File: src/rtl/reg_file_if.sv
// rtl/reg_file_if.sv - bus bundle between a register-file user and reg_file
// Ports carried:
//   we, wa, wd       write port (enable, address, data)
//   ra1, ra2         read addresses
//   rd1, rd2         read data
//   bset, bset_a     mark a register pending (result outstanding)
//   busy1, busy2     pending flags for ra1/ra2
//   stall            busy1 | busy2
// master drives requests and reads results; slave is the register file.
interface reg_file_if #(
    parameter int N     = 8,
    parameter int DEPTH = 32
);
    localparam int AW = $clog2(DEPTH);

    logic          we;
    logic [AW-1:0] wa;
    logic [N-1:0]  wd;
    logic [AW-1:0] ra1;
    logic [AW-1:0] ra2;
    logic [N-1:0]  rd1;
    logic [N-1:0]  rd2;
    logic          bset;
    logic [AW-1:0] bset_a;
    logic          busy1;
    logic          busy2;
    logic          stall;

    modport master (
        output we, wa, wd, ra1, ra2, bset, bset_a,
        input  rd1, rd2, busy1, busy2, stall
    );

    modport slave (
        input  we, wa, wd, ra1, ra2, bset, bset_a,
        output rd1, rd2, busy1, busy2, stall
    );
endinterface

File: src/rtl/reg_file.sv
// rtl/reg_file.sv - two-read one-write register file with per-register pending scoreboard
// Ports:
//   clk      rising-edge clock for all state
//   n_reset  asynchronous active-low reset; clears data and pending bits
//   bus      reg_file_if slave modport (write port, two read ports,
//            pending-set port, busy/stall outputs)
// Register 0 is hardwired to zero and can never be marked pending.
// Addresses at or above DEPTH read zero, are never busy, and ignore writes.
module reg_file #(
    parameter int N     = 8,
    parameter int DEPTH = 32
) (
    input logic         clk,
    input logic         n_reset,
    reg_file_if.slave   bus
);
    localparam int AW   = $clog2(DEPTH);
    localparam bit POW2 = (DEPTH == (1 << AW));

    logic [N-1:0]     mem [DEPTH];
    logic [DEPTH-1:0] busy;

    logic wr_ok;
    logic bset_ok;

    // True when the address names a writable register (non-zero, implemented).
    function automatic logic usable(input logic [AW-1:0] a);
        return (a != '0) && (POW2 || (32'(a) < DEPTH));
    endfunction

    assign wr_ok   = bus.we   && usable(bus.wa);
    assign bset_ok = bus.bset && usable(bus.bset_a);

    // The pending set is applied after the write's clear so that a new issue
    // landing on the same edge as the old result leaves the register pending.
    always_ff @(posedge clk or negedge n_reset) begin
        if (!n_reset) begin
            for (int i = 0; i < DEPTH; i++) begin
                mem[i] <= '0;
            end
            busy <= '0;
        end else begin
            if (wr_ok) begin
                mem[bus.wa]  <= bus.wd;
                busy[bus.wa] <= 1'b0;
            end
            if (bset_ok) begin
                busy[bus.bset_a] <= 1'b1;
            end
        end
    end

    // Combinational read with write-first bypass. The bypass is kept live
    // during reset so a producer's result is visible the moment it is driven.
    // A write in flight to the read address also hides the pending flag,
    // matching the data the bypass is already returning.
    always_comb begin
        bus.rd1   = '0;
        bus.rd2   = '0;
        bus.busy1 = 1'b0;
        bus.busy2 = 1'b0;

        if (usable(bus.ra1)) begin
            if (bus.we && bus.wa == bus.ra1) begin
                bus.rd1 = bus.wd;
            end else begin
                bus.rd1   = mem[bus.ra1];
                bus.busy1 = busy[bus.ra1];
            end
        end

        if (usable(bus.ra2)) begin
            if (bus.we && bus.wa == bus.ra2) begin
                bus.rd2 = bus.wd;
            end else begin
                bus.rd2   = mem[bus.ra2];
                bus.busy2 = busy[bus.ra2];
            end
        end

        bus.stall = bus.busy1 | bus.busy2;
    end
endmodule

File: src/flat_wrapper.sv
// flat-port wrapper written by rule: the top's interface ports become plain ports
module reg_file_flat 
#(
    parameter int N     = 8,
    parameter int DEPTH = 32
)
  (clk, n_reset, bus_we, bus_wa, bus_wd, bus_ra1, bus_ra2, bus_bset, bus_bset_a, bus_rd1, bus_rd2, bus_busy1, bus_busy2, bus_stall);
  reg_file_if #(.N(N), .DEPTH(DEPTH)) bus_i ();
  input logic clk;
  input logic n_reset;
  input wire logic [$bits(bus_i.we)-1:0] bus_we;
  input wire logic [$bits(bus_i.wa)-1:0] bus_wa;
  input wire logic [$bits(bus_i.wd)-1:0] bus_wd;
  input wire logic [$bits(bus_i.ra1)-1:0] bus_ra1;
  input wire logic [$bits(bus_i.ra2)-1:0] bus_ra2;
  input wire logic [$bits(bus_i.bset)-1:0] bus_bset;
  input wire logic [$bits(bus_i.bset_a)-1:0] bus_bset_a;
  output wire logic [$bits(bus_i.rd1)-1:0] bus_rd1;
  output wire logic [$bits(bus_i.rd2)-1:0] bus_rd2;
  output wire logic [$bits(bus_i.busy1)-1:0] bus_busy1;
  output wire logic [$bits(bus_i.busy2)-1:0] bus_busy2;
  output wire logic [$bits(bus_i.stall)-1:0] bus_stall;
  assign bus_i.we = bus_we;
  assign bus_i.wa = bus_wa;
  assign bus_i.wd = bus_wd;
  assign bus_i.ra1 = bus_ra1;
  assign bus_i.ra2 = bus_ra2;
  assign bus_i.bset = bus_bset;
  assign bus_i.bset_a = bus_bset_a;
  assign bus_rd1 = bus_i.rd1;
  assign bus_rd2 = bus_i.rd2;
  assign bus_busy1 = bus_i.busy1;
  assign bus_busy2 = bus_i.busy2;
  assign bus_stall = bus_i.stall;
  reg_file #(.N(N), .DEPTH(DEPTH)) u_core (.clk(clk), .n_reset(n_reset), .bus(bus_i));
endmodule
File: config.mk
export PLATFORM = sky130hd
export DESIGN_NAME = reg_file_flat
export DESIGN_NICKNAME = d
export VERILOG_FILES = /design/src/rtl/reg_file_if.sv /design/src/rtl/reg_file.sv /design/src/flat_wrapper.sv
export SDC_FILE = /design/constraint.sdc
export NUM_CORES = 1
export LEC_CHECK = 0
export CAP_MARGIN = 20
export CORE_MARGIN = 5
export CORE_UTILIZATION = 35
export CTS_BUF_LIST = sky130_fd_sc_hd__clkbuf_2
export DETAILED_ROUTE_END_ITERATION = 10
export PLACE_DENSITY = 0.51
export SLEW_MARGIN = 5
export SYNTH_ARGS = -nofsm -noshare
export SYNTH_HDL_FRONTEND = slang
export SYNTH_SLANG_ARGS = --single-unit
File: constraint.sdc
create_clock -name clk -period 6.2 [get_ports clk]
set_input_delay 1.55 -clock clk [delete_from_list [all_inputs] [get_ports clk]]
set_output_delay 1.55 -clock clk [all_outputs]
set_load 0.02 [all_outputs]
==> results.md <==
CTS:
- The total number of H-tree levels is 3.
- TritonCTS built the clock tree.
- The cts-stage hold buffer count is 0.
- The number of sinks on the clock net is approximately 290.
- The total of cells resized after clock tree synthesis is 0.
- The buffers inserted during post-CTS setup optimization is 0.
- Clock-pin slew was measured on the worst setup and hold paths at 0.09 ns.
- The total CTS buffers is between 80 and 90.
- The clock reaches the later pin of the worst-skew pair after around 1 ns.
- The clock passes through at most 3 buffers.
- The tree is rooted in a sky130_fd_sc_hd__clkbuf_2.

Critical path:
- The kind of start point of the critical path is a primary input.
- The setup path with the least slack is of type primary input to primary output.
- For this run, the slowest stage of the critical path takes around 0.56 ns.
- The dominant delay contributor by cell family on the critical path is buffers and inverters.
- The number of buffers and inverters on the critical path is 4.
- Data on the critical path is required at its endpoint by 4.65 ns.
- The sort of element at the end of the critical path is a primary output.
- The peak fanout along the critical path is 27.
- The critical path goes through buf_4, buf_4, buf_4, mux4_2, mux2i_1, o22ai_1, nor3_1, a21oi_1, clkdlybuf4s50_1.
- The data arrival time of the worst path is between 4 and 5 ns.
- On the critical path, the stage with the largest delay is an instance of sky130_fd_sc_hd__clkdlybuf4s50_1.
- The cell repeated most along the worst path is sky130_fd_sc_hd__buf_4.

Power and ir drop:
- The worst-case IR drop observed on VDD is 0.000118 V.
- In this run the power density over the cells is 290 mW/mm^2.
- The static leakage is 7.76 nW.

Synthesis:
- The count of different cell masters after synthesis is 53.
- The cell count after synthesis is 1167.
- The number of enable-type register cells in the synthesized netlist is 0.
- The sequential cell area fraction in the yosys report is 0.450.
- Synthesis produced a netlist with a net count of 1199.
- For this run, the leading register cell type out of synthesis is sky130_fd_sc_hd__dfrtp_1.
- The cell area after synthesis is between 0.015 and 0.02 sq mm.
- After synthesis the netlist holds a flip-flop and latch count of 288.
- Averaged over all synthesized cells, the footprint is 13.7 sq um.
- During synthesis, Yosys emitted a total of 0 warnings.
- For this run, asynchronously set or reset flops after synthesis account for 1.00.

Floorplan:
- Measured along the y axis, the die boundary spans 224 microns.
- The floorplan step set the die width to ~220 microns.
- The floorplan step defined a die boundary enclosing 0.0502 sq mm.
- Pin placement for this block handled 51 I/O pins.
- The total core area is around 0.045 sq mm.
- The effective utilization at floorplan is 0.353.
- In this run the core area contains 78 standard-cell rows.

Drt:
- Using the TritonRoute via totals, the vias-per-cell ratio works out to 5.72.
- Wires add up to slightly below 50000 microns.
- The remaining antenna violation count after routing is 0.
- The detailed-routing iteration count for the pre-antenna-repair pass is 5.
- The total via count after detailed routing is ~11000.
- The remaining design rule violation count is 0.
- The initial DRC count is 740.
- Dividing the detail-routed wire length by the instance count gives 25.7 microns.

STA:
- The final critical path time including I/O delays and setup is 5.99 ns.
- The final number of max-transition violations came to 0.
- The final total negative setup slack is 0 ns.
- Setup violations remaining at the end of the flow were counted as 0.
- The headroom to the max-slew limit is 0.287.
- The transition time at the pin with the least slew margin is 1.07 ns.
- Setup repair after global routing left no endpoint under its margin.
- The clock arrives with 0 ns of skew.
- The number of endpoints with negative hold slack in the final report is 0.
- For this run, the top clock speed supported by timing is 167 MHz.
- The smallest setup slack after layout is about 0.21 ns.
- The final period utilization is 0.967.

Placed design:
- During placement, the flow inserted port buffers numbering 50.
- The worst slack after detailed placement is about 0.21 ns.
- The final weighted congestion of routability-driven global placement is between 0.8 and 0.9.
- The post-DP HPWL is 34200 microns.
- Once placement finished, the instance area stood at 0.0173 sq mm.

Layout:
- The finished cells cover roughly 0.018 sq mm.
- In the final layout, the share of cells above drive strength 1 is 0.462.
- The number of nets in the layout is 1289.
- Leaving out fill and tap cells, the most frequent cell in the layout is sky130_fd_sc_hd__mux2_2.
- In the layout the commonest cells are 289 x sky130_fd_sc_hd__mux2_2, 288 x sky130_fd_sc_hd__dfrtp_1, 110 x sky130_fd_sc_hd__clkbuf_2.
- The post-synthesis to final-layout area growth is 12.2%.
- At the end of the flow the core is filled with cells to 0.396.

Global routing:
- The first global-routing pass estimated about 75000 microns of wire.
- For this run, the total global-route usage over all layers was measured as 0.197.
- The peak-usage layer in the global routing report is met2.
- The sum of overflow across all layers after global routing is 0.
- The initial antenna violation count came to 2.
- The number of global-route vias before repair came to 11500.
- In the global route stage, met2 resource usage came out at 0.317.
- For this run, global-route usage on met1 was measured as 0.269.
- For this run, global-route usage on met3 was measured as 0.0346.
- The largest net degree at the start of global routing is ~120.

Run:
- Across the run, the number of max-cap violations was 0.

Hold path:
- The kind of path behind the tightest hold check is register to register.

Status:
- The flow ran to the end, and the final reports show no timing, DRC or antenna violations.
cell usage after synthesis, drive strengths merged, types with 4 or more instances:
cell,n,share of area
xor2,8,0.0044
a22oi,10,0.0047
nor2b,18,0.0070
a22o,12,0.0066
buf,54,0.023
a32o,4,0.0025
mux4,110,0.15
a21oi,11,0.0034
o22ai,30,0.012
o221a,7,0.0049
nor3b,6,0.0028
nor2,27,0.0076
a2111oi,14,0.0076
and3,7,0.0027
or2,4,0.0016
clkbuf,55,0.013
nand3b,7,0.0033
o21ai,41,0.013
nand3,20,0.0062
nand2,34,0.0080
mux2i,52,0.032
a211oi,15,0.0070
nand2b,7,0.0027
nor3,9,0.0028
mux2,291,0.20
dfrtp,288,0.45
flip-flops by register name, indices dropped and copies added, names as in the netlist:
signal,flops
u_core.busy,32
u_core.mem,256
per-stage QoR:
step,hold WS (ns),total power [W],instances
after floorplan,0.438,0.00338,1167
after global placement,0.379,0.00383,1773
after detailed placement,0.379,0.00386,1773
after CTS,0.375,0.00529,1916
after global routing,0.416,0.00552,1918
final,0.402,0.00522,1918
area by class of cell:
type	instances	area, sq um
inverter	2	7.51
clock inverter	33	156
antenna	2	5.00
tap	600	751
fill	4314	27400
multi-input combinational	768	8240
timing repair buffer	115	1070
clock buffer	110	551
sequential	288	7210
layer usage:
layer / vias to the layer above / part of all wire
met5: - / 0
met4: 0 / 0.026
met3: 81 / 0.049
met2: 357 / 0.48
met1: 5796 / 0.44
li1: 4741 / -
power breakdown:
group / switching [W] / total [W] / internal, W / leakage, nW
Combinational: 0.000559 / 0.00132 / 0.000757 / 3.53
Sequential: 0.000272 / 0.00251 / 0.00224 / 3.68
Clock: 0.000862 / 0.00139 / 0.000527 / 0.549
final timing paths:
| kind | startpoint | end | slack [ns] | cells past startpoint |
|---|---|---|---|---|
| setup / recovery | bus_ra1[0] | bus_rd1[0] | 0.21 | 9 |
| hold / removal | u_core.mem[250] | u_core.mem[250] | 0.40 | 0 |
| setup reg to reg | u_core.mem[246] | u_core.mem[246] | 5.40 | 1 |
| hold reg to reg | u_core.mem[250] | u_core.mem[250] | 0.40 | 0 |
| max in group asynchronous | n_reset | u_core.mem[108] | 4.41 | 2 |
| min in group asynchronous | n_reset | u_core.busy[8] | 0.49 | 1 |
kinds of logic after synthesis:
kind of cell    count (synthesis)  synth area share
mux                           453             0.392
flops                         288             0.450
compound gates                155            0.0665
simple gates                  150            0.0500
buf+inv                       111            0.0366
xor+xnor                       10           0.00546
(Power assumes the default switching activity.)
